**src/rtl/branch_pkg.sv**
```systemverilog
// Shared constants and helpers for the sequential branch resolver.
package branch_pkg;

    localparam logic [2:0] F3_BEQ  = 3'b000;
    localparam logic [2:0] F3_BNE  = 3'b001;
    localparam logic [2:0] F3_BLT  = 3'b100;
    localparam logic [2:0] F3_BGE  = 3'b101;
    localparam logic [2:0] F3_BLTU = 3'b110;
    localparam logic [2:0] F3_BGEU = 3'b111;

    localparam logic [1:0] S_IDLE = 2'd0;
    localparam logic [1:0] S_CMP  = 2'd1;
    localparam logic [1:0] S_DONE = 2'd2;

    function automatic int ndig(input int xlen, input int nib);
        return xlen / nib;
    endfunction

    function automatic logic is_illegal(input logic [2:0] f3);
        return f3[2:1] == 2'b01;
    endfunction

    function automatic logic is_signed(input logic [2:0] f3);
        return f3[2:1] != 2'b11;
    endfunction

    function automatic logic br_taken(
        input logic [2:0] f3,
        input logic       eq,
        input logic       lt
    );
        logic t;
        t = 1'b0;
        case (f3)
            F3_BEQ:  t = eq;
            F3_BNE:  t = !eq;
            F3_BLT:  t = lt;
            F3_BLTU: t = lt;
            F3_BGE:  t = !lt;
            F3_BGEU: t = !lt;
            default: t = 1'b0;
        endcase
        return t;
    endfunction

endpackage

```
**src/rtl/branch_seq_if.sv**
```systemverilog
// Request/response bundle between the branch issuer and branch_seq.
interface branch_seq_if #(
    parameter int XLEN = 32
);
    logic            in_valid;
    logic            in_ready;
    logic [2:0]      funct3;
    logic [XLEN-1:0] pc;
    logic [XLEN-1:0] imm;
    logic [XLEN-1:0] rs1_data;
    logic [XLEN-1:0] rs2_data;
    logic            out_valid;
    logic            out_ready;
    logic            taken;
    logic [XLEN-1:0] pc_next;
    logic            illegal;
    logic            busy;

    modport master (
        output in_valid, funct3, pc, imm, rs1_data, rs2_data, out_ready,
        input  in_ready, out_valid, taken, pc_next, illegal, busy
    );

    modport slave (
        input  in_valid, funct3, pc, imm, rs1_data, rs2_data, out_ready,
        output in_ready, out_valid, taken, pc_next, illegal, busy
    );
endinterface

```
**src/rtl/branch_seq_digit_cmp.sv**
```systemverilog
// Combinational NIB-bit digit comparator shared by all digit positions.
module digit_cmp #(
    parameter int NIB = 4
) (
    input  logic [NIB-1:0] a,
    input  logic [NIB-1:0] b,
    output logic           eq,
    output logic           lt
);
    assign eq = (a == b);
    assign lt = (a < b);
endmodule

```
**src/rtl/branch_seq.sv**
```systemverilog
// Multi-cycle B-type resolver, one digit per cycle, MSB digit first.
// BRANCH_SEQ_EARLY_EXIT_EN: stop at the first differing digit.
import branch_pkg::*;

module branch_seq #(
    parameter int XLEN = 32,
    parameter int NIB  = 4
) (
    input logic         clk,
    input logic         rst_n,
    branch_seq_if.slave bus
);
    localparam int NDIG = ndig(XLEN, NIB);
    localparam int IW   = (NDIG > 1) ? $clog2(NDIG) : 1;
    localparam logic [IW-1:0] IDX_MAX = IW'(NDIG - 1);

    logic [1:0]      state;
    logic [IW-1:0]   idx;
    logic [XLEN-1:0] a_q, b_q, pc_q, imm_q, pc_next_q;
    logic [2:0]      f3_q;
    logic            taken_q, illegal_q;
    logic [NIB-1:0]  a_dig, b_dig;
    logic            d_eq, d_lt, fin, r_eq, r_lt, r_taken;
    logic            accept, sgn;

    assign accept = bus.in_valid && bus.in_ready;
    assign sgn    = is_signed(bus.funct3);
    assign a_dig  = a_q[idx*NIB +: NIB];
    assign b_dig  = b_q[idx*NIB +: NIB];

    digit_cmp #(.NIB(NIB)) u_cmp (
        .a  (a_dig),
        .b  (b_dig),
        .eq (d_eq),
        .lt (d_lt)
    );

`ifdef BRANCH_SEQ_EARLY_EXIT_EN
    assign fin  = !d_eq || (idx == '0);
    assign r_eq = d_eq;
    assign r_lt = d_lt;
`else
    // Constant time: remember the first mismatch, keep scanning to digit 0.
    logic found_q, lt_hold;

    assign fin  = (idx == '0);
    assign r_eq = !found_q && d_eq;
    assign r_lt = found_q ? lt_hold : d_lt;

    always_ff @(posedge clk or negedge rst_n) begin
        if (!rst_n) begin
            found_q <= 1'b0;
            lt_hold <= 1'b0;
        end else if (state == S_CMP) begin
            if (fin) begin
                found_q <= 1'b0;
            end else if (!found_q && !d_eq) begin
                found_q <= 1'b1;
                lt_hold <= d_lt;
            end
        end
    end
`endif

    assign r_taken = br_taken(f3_q, r_eq, r_lt);

    always_ff @(posedge clk or negedge rst_n) begin
        if (!rst_n) begin
            state     <= S_IDLE;
            idx       <= IDX_MAX;
            a_q       <= '0;
            b_q       <= '0;
            pc_q      <= '0;
            imm_q     <= '0;
            f3_q      <= '0;
            taken_q   <= 1'b0;
            pc_next_q <= '0;
            illegal_q <= 1'b0;
        end else begin
            unique case (1'b1)
                state == S_IDLE: begin
                    if (accept) begin
                        a_q   <= {bus.rs1_data[XLEN-1] ^ sgn,
                                  bus.rs1_data[XLEN-2:0]};
                        b_q   <= {bus.rs2_data[XLEN-1] ^ sgn,
                                  bus.rs2_data[XLEN-2:0]};
                        pc_q  <= bus.pc;
                        imm_q <= bus.imm;
                        f3_q  <= bus.funct3;
                        taken_q   <= 1'b0;
                        illegal_q <= is_illegal(bus.funct3);
                        pc_next_q <= bus.pc + XLEN'(4);
                        state <= is_illegal(bus.funct3) ? S_DONE : S_CMP;
                    end
                end
                state == S_CMP: begin
                    if (fin) begin
                        taken_q   <= r_taken;
                        pc_next_q <= r_taken ? pc_q + imm_q
                                             : pc_q + XLEN'(4);
                        state     <= S_DONE;
                    end else begin
                        idx <= idx - 1'b1;
                    end
                end
                state == S_DONE: begin
                    if (bus.out_ready) begin
                        state <= S_IDLE;
                        idx   <= IDX_MAX;
                    end
                end
                default: state <= S_IDLE;
            endcase
        end
    end

    assign bus.in_ready  = rst_n && (state == S_IDLE);
    assign bus.out_valid = (state == S_DONE);
    assign bus.busy      = (state != S_IDLE);
    assign bus.taken     = taken_q;
    assign bus.pc_next   = pc_next_q;
    assign bus.illegal   = illegal_q;

endmodule

```
**src/flat_wrapper.sv**
```systemverilog
// flat-port wrapper written by rule: the top's interface ports become plain ports
module branch_seq_flat 
#(
    parameter int XLEN = 32,
    parameter int NIB  = 4
)
  (clk, rst_n, bus_in_valid, bus_funct3, bus_pc, bus_imm, bus_rs1_data, bus_rs2_data, bus_out_ready, bus_in_ready, bus_out_valid, bus_taken, bus_pc_next, bus_illegal, bus_busy);
  branch_seq_if #(.XLEN(XLEN)) bus_i ();
  input logic clk;
  input logic rst_n;
  input wire logic [$bits(bus_i.in_valid)-1:0] bus_in_valid;
  input wire logic [$bits(bus_i.funct3)-1:0] bus_funct3;
  input wire logic [$bits(bus_i.pc)-1:0] bus_pc;
  input wire logic [$bits(bus_i.imm)-1:0] bus_imm;
  input wire logic [$bits(bus_i.rs1_data)-1:0] bus_rs1_data;
  input wire logic [$bits(bus_i.rs2_data)-1:0] bus_rs2_data;
  input wire logic [$bits(bus_i.out_ready)-1:0] bus_out_ready;
  output wire logic [$bits(bus_i.in_ready)-1:0] bus_in_ready;
  output wire logic [$bits(bus_i.out_valid)-1:0] bus_out_valid;
  output wire logic [$bits(bus_i.taken)-1:0] bus_taken;
  output wire logic [$bits(bus_i.pc_next)-1:0] bus_pc_next;
  output wire logic [$bits(bus_i.illegal)-1:0] bus_illegal;
  output wire logic [$bits(bus_i.busy)-1:0] bus_busy;
  assign bus_i.in_valid = bus_in_valid;
  assign bus_i.funct3 = bus_funct3;
  assign bus_i.pc = bus_pc;
  assign bus_i.imm = bus_imm;
  assign bus_i.rs1_data = bus_rs1_data;
  assign bus_i.rs2_data = bus_rs2_data;
  assign bus_i.out_ready = bus_out_ready;
  assign bus_in_ready = bus_i.in_ready;
  assign bus_out_valid = bus_i.out_valid;
  assign bus_taken = bus_i.taken;
  assign bus_pc_next = bus_i.pc_next;
  assign bus_illegal = bus_i.illegal;
  assign bus_busy = bus_i.busy;
  branch_seq #(.XLEN(XLEN), .NIB(NIB)) u_core (.clk(clk), .rst_n(rst_n), .bus(bus_i));
endmodule
```
**config.mk**
```make
export PLATFORM = sky130hd
export DESIGN_NAME = branch_seq_flat
export DESIGN_NICKNAME = d
export VERILOG_FILES = /design/src/rtl/branch_pkg.sv /design/src/rtl/branch_seq_if.sv /design/src/rtl/branch_seq_digit_cmp.sv /design/src/rtl/branch_seq.sv /design/src/flat_wrapper.sv
export SDC_FILE = /design/constraint.sdc
export NUM_CORES = 1
export LEC_CHECK = 0
export BUFFER_PORTS_ARGS = -buffer_cell sky130_fd_sc_hd__buf_4
export CORE_MARGIN = 2
export CORE_UTILIZATION = 50
export CTS_CLUSTER_SIZE = 8
export DETAILED_ROUTE_END_ITERATION = 10
export GPL_TIMING_DRIVEN = 0
export PLACE_DENSITY = 0.83
export RECOVER_POWER = 25
export SYNTH_ARGS = -nofsm -noshare
export SYNTH_HDL_FRONTEND = slang
export SYNTH_SLANG_ARGS = --single-unit
```
**constraint.sdc**
```tcl
create_clock -name clk -period 4.84 [get_ports clk]
set_clock_uncertainty 0.1 [all_clocks]
set_input_delay 0.242 -clock clk [delete_from_list [all_inputs] [get_ports clk]]
set_output_delay 0.242 -clock clk [all_outputs]
set_load 0.01 [all_outputs]
```
==> results.txt, run 1 <==
* Final Total Pwr: roughly 9.5 mW
- In this run the register-to-register setup slack is between 300 and 400 ps.
- Counting distinct cell types in the post-synthesis netlist gives 66.
* Initial standard-cell utilization of the core: about half
- Setup violations remaining at the end of the flow were counted as 0.
- The largest total area in the synthesized netlist belongs to sky130_fd_sc_hd__dfrtp_1.
- Clock-pin slew on the worst setup and hold paths: approximately 80 ps
* TritonCTS clock tree: done
* GR Overflow Total: 0
* WHS: around 34 ps
- Leakage dissipation: 6.085 nW
- Combinational family with the most area after synthesis: multiplexers
- Cell count after synthesis: 964
- For the pin with the worst max-slew slack, the measured transition is just over 800 ps.
* IO Pins: between 150 and 200
- Final design instance area without fill: 13,730 µm²
* Per-cell routed wire length: 20.33 µm
- Input and output buffers added on the ports amount to around 170.
* RSZ-0062 raised after global routing: false
- Most common library cells after synthesis: sky130_fd_sc_hd__dfrtp_1, sky130_fd_sc_hd__mux2_2, sky130_fd_sc_hd__nand2_1
* Die height: 147.0 µm
- DRC violations left: 0
- The floorplan has 52 rows.
- Entering global routing, the biggest net connects 92 pins.
- The floorplan step defined a die boundary enclosing around 22,000 µm².
* Pre-Repair DR Iteration Count: 8
* Pwr Density: a little under 700 nW/µm²
- In the finished design, the share of the clock period the worst path needs comes to a little over 90%.
* Share of async-settable or async-resettable flops after synthesis: 100.0%
* Clk buf depth: 2
- STA classifies the critical path startpoint as a flip-flop.
- Sequential elements use a little over two fifths of the synthesized area.
* Clock sink total: between 150 and 200
- GPL Wtd Cong: about 0.91
- Shortest period the worst path allows: 4511 ps
- Arithmetic-cell share of the synthesized area counting full adders, half adders and majority gates: 5.335%
- Share of layout cells above drive strength 1: slightly below 30%
- Antenna violations before repair: 0
- Counting flops with a built-in enable in the synthesized netlist gives 0.
- The most common cell in the synthesized netlist is sky130_fd_sc_hd__dfrtp_1.
* Clock insertion delay at the later pin of the skew report: around 440 ps
* Placement Cell Area: about 12,000 µm²
- Max Clk Rate: between 0.2 and 0.25 GHz
- Placeable Area: 20,170 µm²
* Detailed-route via count: roughly 9,000
* Area contributors post-synth: sky130_fd_sc_hd__dfrtp_1, sky130_fd_sc_hd__mux2_2, sky130_fd_sc_hd__ha_1
- Syn Std Cell Area: roughly 10,000 µm²
- For this block, the routed nets add up to 31,820 µm of wire.
- Post-synthesis compound-gate area fraction: around an eighth
* Start of the worst register-to-register path: u_core.idx[0]
* Count of state elements after synthesis: roughly 170
- Mapped Avg Cell Area: between 10 and 15 µm²
- In this run the worst path has a maximum fanout of 10.
- Vias/cell: 5.750
- For this run, the number of Yosys warnings is 0.
- Outcome: finished, final reports clean
- The H-tree generated during clock tree synthesis spans 4 levels.
* Relative slew slack: ~46%
* Post-DP HPWL: between 20,000 and 25,000 µm
- Total instance count after detailed placement: between 1,000 and 1,500
- Yosys top cell area share: 41.36%
- By startpoint and endpoint, the worst setup path is classified as reg -> reg.
- Endpoint of the worst setup timing path: u_core.bus.pc_next[13]
- R2R depth: 15
- The first routing iteration left a little under 800 violations.
- The count of endpoints failing hold in the final timing report is 0.
* Number of maximum-capacitance constraint violations: 0
* Worst flop-to-flop path endpoint: u_core.bus.pc_next[13]
- The first global-routing pass estimated 50,140 µm of wire.
* Dominant register cell in the synthesized netlist: sky130_fd_sc_hd__dfrtp_1
- At the worst endpoint, the required time is between 5000 and 6000 ps.
* Antenna cell count: 0
- Worst hold path class: in -> reg
* Via count of the first global-routing pass: between 9,000 and 10,000
* Maximum vdd ir drop: ~0.3 mV
* Signal arrival time at the worst endpoint: between 4000 and 5000 ps
- In this run the remaining antenna-violating nets after routing total 0.
- The layout has roughly 1,500 filler cells.
- In this run the worst setup path begins at u_core.idx[0].
- Final max-slew violation count: 0
* Total nets after synthesis: 1,142
- Number of buffers inserted during clock tree synthesis: 17
- Root cell of the clock tree: sky130_fd_sc_hd__clkbuf_16
- In the global route stage, overall resource usage came out at between 20 and 30%.
- Summing the areas of all and, or, nand and nor instances in the mapped netlist gives between 10% and 20% of the synthesized area.
* Post-CTS setup repair buffer count: 0
- CP endpoint kind: flip-flop
- In the final design database the tool counted 1,460 nets.
- Compared with the post-synthesis result, the final layout area differs by 34.28%.
- Mux cell area share after synthesis: 18.96%
* Width of the die: around 150 µm
* Synthesized-area fraction occupied by xor and xnor cells: 6.167%
- Non-filler cells in the finished layout: 1,565
-- stage by stage --
step                setup slack [ps]  util (%)  setup TNS, ps
floorplan                      426.2         -              0
global placement              -815.6     58.74         -17720
detailed placement            -855.3     58.91         -18830
CTS                            4.579     68.25              0
global route                   16.89     68.08              0
finish                         328.9     68.08              0
-- how the worst min path moves through the flow --
stage,from,to,slack [ps],cells past startpoint
6_report,bus_rs1_data[31],u_core.a_q[31],30,3
5_1_grt,bus_rs1_data[31],u_core.a_q[31],40,3
4_1_cts,bus_rs1_data[31],u_core.a_q[31],20,3
3_5_place_dp,rst_n,u_core.imm_q[8],170,1
3_3_place_gp,u_core.b_q[31],u_core.b_q[31],370,2
2_1_floorplan,rst_n,u_core.a_q[0],-150,0
-- registers in the layout (all words and copies together), names as in the netlist --
register	cells
u_core.b_q	32
u_core.bus.illegal	1
u_core.bus.pc_next	32
u_core.state	2
u_core.bus.taken	1
u_core.idx	3
u_core.pc_q	32
u_core.found_q	1
u_core.lt_hold	1
u_core.a_q	32
u_core.imm_q	32
u_core.f3_q	3
-- logic make-up after synthesis --
family | count (synthesis)
and+or+nand+nor | 263
AOI/OAI and AO/OA | 195
DFF | 172
muxes | 157
xor gates and xnor gates | 72
buffers and inverters | 62
adders and majority gates | 43
-- cells in the final DEF (no fill, tap or decap), drive strengths merged, types with 4 or more instances in the layout --
cell type      n
a21o          14
o21a           6
clkbuf        62
a31oi         11
xor2          37
nand4         16
mux4          16
nand2b        16
and4           5
nor3          15
ha            42
o221ai         4
nand3         23
a222oi         5
a211oi         5
nand2         93
o21ai         66
clkinv         7
mux2         134
dfrtp        169
nor2b         10
or3            5
a21oi         41
or2            7
xnor2         35
mux2i          7
inv           27
dlygate4sd3  129
a22oi          9
nor2          54
buf          166
o211ai        14
and2           5
and3          10
-- what timing repair did --
| item | in CTS | in global routing |
|---|---|---|
| cloned | 0 | 0 |
| hold buffers | 129 | 0 |
| endpoints found under the hold margin | 211 | 0 |
| gates resized for setup | 4 | 5 |
| setup endpoints to repair | 33 | 26 |
-- worst max-delay path, stage by stage (launching register included) --
cell and delay, ps:
sky130_fd_sc_hd__dfstp_4 750, sky130_fd_sc_hd__clkbuf_4 300, sky130_fd_sc_hd__mux4_2 560, sky130_fd_sc_hd__mux2i_1 180, sky130_fd_sc_hd__ha_1 270, sky130_fd_sc_hd__nor2b_1 130, sky130_fd_sc_hd__o21ai_0 170, sky130_fd_sc_hd__nand2b_1 70
sky130_fd_sc_hd__a21oi_1 230, sky130_fd_sc_hd__xor2_1 120, sky130_fd_sc_hd__a31oi_2 370, sky130_fd_sc_hd__clkbuf_4 320, sky130_fd_sc_hd__buf_2 300, sky130_fd_sc_hd__a21oi_1 130, sky130_fd_sc_hd__a21oi_1 250, sky130_fd_sc_hd__o21ai_0 100
-- metal layers --
layer,vias to the layer above,GRT usage [%],routed length (µm)
met2,392,53.99,16360
met1,4391,34.78,12350
met3,70,6.491,2204
li1,4145,-,-
met4,0,10.91,913
met5,-,0,0
-- final cells by class --
type	count	area, µm²	area share [%]
Buffer	39	175.2	1.276
Inverter	21	78.83	0.5740
Clock inverter	15	168.9	1.230
Multi-Input combinational cell	730	5673	41.31
Clock buffer	17	425.4	3.098
Tap cell	270	337.8	2.460
Sequential cell	172	4312	31.40
Timing Repair Buffer	301	2561	18.65
-- power breakdown --
group / leakage [nW] / switching, mW / total (mW) / internal [mW]
logic: 3.74 / 2.80 / 5.26 / 2.45
clock network: 0.283 / 0.678 / 1.37 / 0.694
registers: 2.06 / 0.661 / 2.83 / 2.17
total: 6.09 / 4.14 / 9.46 / 5.31
No activity file was read; power rests on OpenSTA's default activity.
==> inputs of run 2 (changes only) <==
- CORE_UTILIZATION: 50 -> 62
- PLACE_DENSITY: 0.83 -> 0.95
- clock period: 4.84 -> 5.5 ns (I/O delays scaled with it)
==> results.txt, run 2 (same netlist as run 1, synthesis figures left out) <==
- Of all nets on the critical path, the largest fanout is 10.
* Sequential group share of total power: between 20% and 30%
* Drt first-iter violations: around 1,300
* Synth-to-Final Area Change: 31.34%
- Largest net degree at the start of global routing: 94
- The finished cells cover between 10,000 and 15,000 µm².
* Vias/cell: approximately 6.6
* Post-DP HPWL: 22,080 µm
- CP endpoint kind: flip-flop
* RSZ-0062 raised after global routing: false
- The core region is between 15,000 and 20,000 µm².
- Routability-driven placement finished with a final weighted congestion of just over 0.9.
- The critical path is of the reg -> reg type.
* Outcome: finished, final reports clean
- The clock period could shrink to approximately 5400 ps.
- Signal arrival time at the worst endpoint: ~5700 ps
- The library cell used most frequently in the layout, excluding fill and tap cells, is sky130_fd_sc_hd__dfrtp_1.
* GR Overflow Total: 0
- The share of total power dissipated in combinational logic is 56.8%.
- IO Pins: approximately 170
- The H-tree was split into 4 levels.
- After detailed routing, the number of remaining DRC violations is 0.
- Critical Path RT: 5740 ps
- The count of endpoints failing hold in the final timing report was 0.
* Pre-Repair DR Iteration Count: 6
- Share of layout cells above drive strength 1: between 20 and 30%
- Of the available clock period, the critical path in the final layout requires a little over nine tenths.
- Cells along the critical path: clkbuf_1 > clkbuf_2 > mux4_2 > mux2i_1 > ha_1 > o21ai_0 > nand2b_1 > a21oi_1 > xor2_1 > a31oi_2 > buf_2 > buf_2 > nand2_1 > o211ai_1 > o21ai_0 > o21ai_0
- Worst path max stage delay: 530 ps
* Top library cells by usage in the layout, fill and taps aside: sky130_fd_sc_hd__dfrtp_1, sky130_fd_sc_hd__buf_4, sky130_fd_sc_hd__mux2_2
- Register-to-Register Setup Slack: approximately 90 ps
- Max Clk Rate: 0.1848 GHz
* Number of buffers added on ports: around 170
* Antenna cell count: 0
- The routed design has approximately 38,000 µm of wire.
* Clock insertion delay at the later pin of the skew report: about 460 ps
* Pwr Density: roughly 650 nW/µm²
- Number of maximum-capacitance constraint violations: 0
- Measured against its own limit, the worst slew margin works out to approximately 38%.
- The critical path contains buffers and inverters numbering 4 combined.
- Transition time at the pin with the least slew margin: around 930 ps
- Clock-pin slew on the worst setup and hold paths: 70 ps
- In this run the static leakage power is about 6 nW.
- In this run the worst hold path is classified as in -> reg.
- The internal power of the cells totals 4.668 mW.
* Die footprint: between 15,000 and 20,000 µm²
- Per-cell routed wire length: ~25 µm
* Number of buffers inserted during clock tree synthesis: 17
- Wire length of the first global-routing pass: about 58,000 µm
- The initial utilization of the core area, before any placement, comes to between 60% and 70%.
- Net switching is roughly 47% of the power.
- Crit path launch type: flip-flop
- The net count of the finished layout is 1,443.
* Clk buf depth: 2
- Net Sw Power: 4.060 mW
- The initialized floorplan defines 46 standard-cell rows.
* CP max stage cell: sky130_fd_sc_hd__dfstp_2
- Post-CTS setup repair buffer count: 0
- Clock sink total: approximately 170
- Setup total negative slack on the finished layout was measured at 0 ps.
- Root cell of the clock tree: sky130_fd_sc_hd__clkbuf_16
- The placed instances occupy a cell area of about 12,000 µm².
* TritonCTS clock tree: done
* Final max-slew violation count: 0
- The most numerous cell type found on the critical path is sky130_fd_sc_hd__o21ai_0.
- Total routing usage reported by global routing: a little over two fifths
- Antenna violation net count after detailed routing: 0
- The initial antenna violation count was 0.
- Width of the die: between 100 and 150 µm
- Total setup violations reported at the end of the flow: 0
- Die height: between 100 and 150 µm
* Delay-heaviest family, CP: buffers and inverters
- Via count of the first global-routing pass: ~10,000
* Detailed-route via count: slightly below 10,000
- The clock network is responsible for 13.8% of the overall power.
* Maximum vdd ir drop: ~0.38 mV
-- run 2: area by class of cell --
type | instances | area, µm²
Multi-Input combinational cell | 730 | 5673
Sequential cell | 172 | 4308
Fill cell | 850 | 2570
Timing Repair Buffer | 283 | 2374
Inverter | 21 | 78.83
Clock inverter | 14 | 125.1
Buffer | 40 | 172.7
Clock buffer | 18 | 429.2
Tap cell | 216 | 270.3
-- run 2: final timing paths --
| check | cells after the start | end | startpoint |
|---|---|---|---|
| max | 16 | u_core.bus.pc_next[18] | u_core.idx[1] |
| min | 2 | u_core.pc_q[15] | bus_pc[15] |
| max reg2reg | 16 | u_core.bus.pc_next[18] | u_core.idx[1] |
| min reg2reg | 2 | u_core.bus.pc_next[9] | u_core.bus.pc_next[9] |
| max in group asynchronous | 3 | u_core.idx[1] | rst_n |
| min in group asynchronous | 2 | u_core.imm_q[13] | rst_n |
-- run 2: layer usage --
metal	global-route usage, %	part of all wire (%)
met1	49.37	34
met2	70.52	48
met5	0	0
met4	33.45	8.7
met3	10.61	9.7
-- run 2: what timing repair did --
action,4_1_cts,5_1_grt
endpoints found under the hold margin,188,1
gates resized for setup,0,8
setup endpoints to repair,22,26
pin swaps,0,0
hold buffers,110,1
-- run 2: worst register-to-register path, stage by stage, from the launching register on --
cell	delay (ps)
sky130_fd_sc_hd__dfstp_2	530
sky130_fd_sc_hd__clkbuf_1	530
sky130_fd_sc_hd__clkbuf_2	450
sky130_fd_sc_hd__mux4_2	390
sky130_fd_sc_hd__mux2i_1	490
sky130_fd_sc_hd__ha_1	410
sky130_fd_sc_hd__o21ai_0	140
sky130_fd_sc_hd__nand2b_1	90
sky130_fd_sc_hd__a21oi_1	290
sky130_fd_sc_hd__xor2_1	130
sky130_fd_sc_hd__a31oi_2	370
sky130_fd_sc_hd__buf_2	390
sky130_fd_sc_hd__buf_2	330
sky130_fd_sc_hd__nand2_1	80
sky130_fd_sc_hd__o211ai_1	90
sky130_fd_sc_hd__o21ai_0	180
sky130_fd_sc_hd__o21ai_0	300
-- run 2: power groups by stage --
stage                     Combinational, mW  Clock (mW)  Sequential, mW
after floorplan                        3.26           0            2.29
after global placement                 4.29           0            2.38
after detailed placement               4.50           0            2.43
after CTS                              4.61        1.17            2.46
after global routing                   5.26        1.24            2.59
final                                  4.95        1.20            2.57
-- run 2: through the flow --
stage	util (%)	setup slack, ps	power (mW)	hold slack, ps	std cells
after global placement	73.62	-69.49	6.667	366.5	1351
final	83.94	89.77	8.728	4.189	1494
after floorplan	-	1086	5.557	-120.6	964
after global routing	83.94	80.21	9.098	0.7303	1494
after detailed placement	73.84	-277.0	6.934	200.0	1352
after CTS	84.16	66.15	8.237	1.630	1493
==> inputs of run 3 (changes only) <==
- SETUP_SLACK_MARGIN: unset -> 0.5
==> results.txt, run 3 (same netlist as run 1, synthesis figures left out) <==
- The run finished with clean final reports.
- The number of antenna diodes in the final layout is 0.
- Hold-critical path endpoint: u_core.pc_q[15]
- Worst Min Path Start: bus_pc[15]
* Number of stages on the worst hold path: 2
- Antenna violation net count after detailed routing: 0
* Max Clk Rate: approximately 0.21 GHz
- Antenna violations before repair: 0
- Per-cell routed wire length: about 25 µm
- Along the worst path, the maximum fanout reaches 10.
- Critical Path RT: approximately 5800 ps
- Clock insertion delay at the later pin of the skew report: 460 ps
* Share of layout cells above drive strength 1: roughly 29%
* Detailed-route via count: between 9,000 and 10,000
- Pre-Repair DR Iteration Count: 9
- In the layout the commonest cells are sky130_fd_sc_hd__dfrtp_1, sky130_fd_sc_hd__buf_4, sky130_fd_sc_hd__mux2_2.
* Total Routed Length: between 30,000 and 40,000 µm
* Post-Place Setup Slack: -277.0 ps
- The floorplan step defined a die boundary enclosing roughly 18,000 µm².
- Most frequent standard cell in the layout excluding fill and tap cells: sky130_fd_sc_hd__dfrtp_1
- TritonCTS clock tree: done
- The worst hold path belongs to the class in -> reg.
- After floorplanning, the core was sized to cover roughly 16,000 µm².
* Signal arrival time at the worst endpoint: 5050 ps
* Synth-to-Final Area Change: 31.57%
* Delay-heaviest family, CP: compound AO/OA/AOI/OAI gates
* Clock-pin slew on the worst setup and hold paths: roughly 70 ps
- Width of the die: 132.4 µm
* Final design instance area without fill: about 13,000 µm²
- Initial standard-cell utilization of the core: a little under two thirds
* Cell mode on critical path: sky130_fd_sc_hd__o21ai_0
- Crit path launch type: flip-flop
* CP max stage cell: sky130_fd_sc_hd__mux4_2
- Buffers added to address setup during post-CTS repair amount to 0.
* Utilization after layout: between 80% and 90%
* Final max-slew violation count: 0
- Row generation in the floorplan step produced 46 rows.
- Drt first-iter violations: roughly 1,300
* Worst path max stage delay: approximately 540 ps
- At the pin with the least slew margin, the transition time is around 930 ps.
- Vias/cell: ~6.6
- The count of endpoints failing hold in the final timing report came to 0.
* CTS H-tree lvls: 4
- Register-to-Register Setup Slack: ~700 ps
* IO Pins: between 150 and 200
- Once placement finished, the instance area stood at 11,820 µm².
- For this run, design rule violations remaining after detail routing come to 0.
- Maximum vdd ir drop: ~0.38 mV
- Number of buffers and inverters on the critical path: 4
- Post-layout net count: 1,444
- Ratio of final minimum period to clock period: between 80% and 90%
* Number of maximum-capacitance constraint violations: 0
- Power spread over the standard cell area amounts to between 600 and 700 nW/µm².
- Wire length of the first global-routing pass: approximately 57,000 µm
- Start of the worst register-to-register path: u_core.idx[0]
- Leakage dissipation: between 5 and 6 nW
- Relative slew slack: 37.82%
- Post-route setup slack: 701.6 ps
* Largest net degree at the start of global routing: 94
- Across all hold checks on the routed design, the worst slack comes to between 3 and 4 ps.
- Clock sink total: approximately 170
- Number of buffers inserted during clock tree synthesis: 17
- Setup repair after global routing left no endpoint under its margin.
- STA classifies the critical path endpoint as a flip-flop.
* Total routing usage reported by global routing: 42.01%
- R2R depth: 17
- Non-filler cells in the finished layout: 1,495
- Critical Setup Path Class: reg -> reg
* Post-DP HPWL: roughly 22,000 µm
* Clk buf depth: 2
* Root cell of the clock tree: sky130_fd_sc_hd__clkbuf_16
- After global routing the overflow that remains totals 0.
- Setup violations remaining at the end of the flow were counted as 0.
* Number of buffers added on ports: around 170
- Total instance count after detailed placement: ~1,400
* Shortest period the worst path allows: roughly 4800 ps
- Die height: around 130 µm
- Via count of the first global-routing pass: 10,280
- Cells along the critical path: clkbuf_4 > buf_4 > mux4_2 > mux2i_1 > ha_1 > nor2b_1 > o21ai_0 > nand2b_1 > a21oi_1 > xor2_1 > a31oi_4 > clkbuf_4 > buf_2 > nand2_1 > o211ai_1 > o21ai_0 > o21ai_0
* Worst flop-to-flop path endpoint: u_core.bus.pc_next[18]
* GPL Wtd Cong: about 0.93
## run 3: cell types whose count changed in the layout (fill, tap and decap cells not counted), sizes merged
cell	previous run	this run
clkbuf	65	66
## run 3: metal layers
layer / GRT usage, % / vias up / part of all wire, %
met3: 9.349 / 225 / 9.8
met2: 70.67 / 808 / 48
met5: 0 / - / 0
met4: 25.75 / 0 / 6.8
li1: - / 4098 / -
met1: 49.18 / 4739 / 35
## run 3: metrics by stage
step	TNS [ps]	total power, mW
floorplan	0	5.557
global placement	-84.27	6.667
detailed placement	-2403	6.934
CTS	0	8.254
global route	0	9.043
finish	0	8.670
## run 3: worst max-delay path by stage
stage / start / endpoint / slack (ps) / cells past startpoint
6_report: u_core.idx[0] / u_core.bus.pc_next[18] / 700 / 17
5_1_grt: u_core.idx[0] / u_core.bus.pc_next[18] / 510 / 17
4_1_cts: u_core.idx[0] / u_core.bus.pc_next[18] / 550 / 17
3_5_place_dp: u_core.idx[0] / u_core.bus.pc_next[18] / -280 / 16
3_3_place_gp: u_core.idx[0] / u_core.bus.pc_next[18] / -70 / 16
2_1_floorplan: u_core.idx[0] / u_core.bus.pc_next[10] / 1090 / 16
## run 3: repair_timing
| item | 4_1_cts | 5_1_grt |
|---|---|---|
| endpoints found under the hold margin | 188 | 1 |
| hold buffers | 110 | 1 |
| gates resized for setup | 6 | 9 |
| endpoints found under the setup margin | 33 | 24 |
## run 3: where the power goes
part	leakage [nW]	internal, mW	switching (mW)
combinational	3.67	2.17	2.76
sequential	2.06	1.90	0.630
clock	0.266	0.597	0.609
## run 3: layout make-up
type                    instances  area, µm²
multi-input cells             730       5682
repair buffers                283       2374
flip-flops and latches        172       4308
clock buffers                  18      429.2
clock inverters                14      125.1
inverters                      21      78.83
fillers                       849       2546
plain buffers                  41      187.7
well taps                     216      270.3
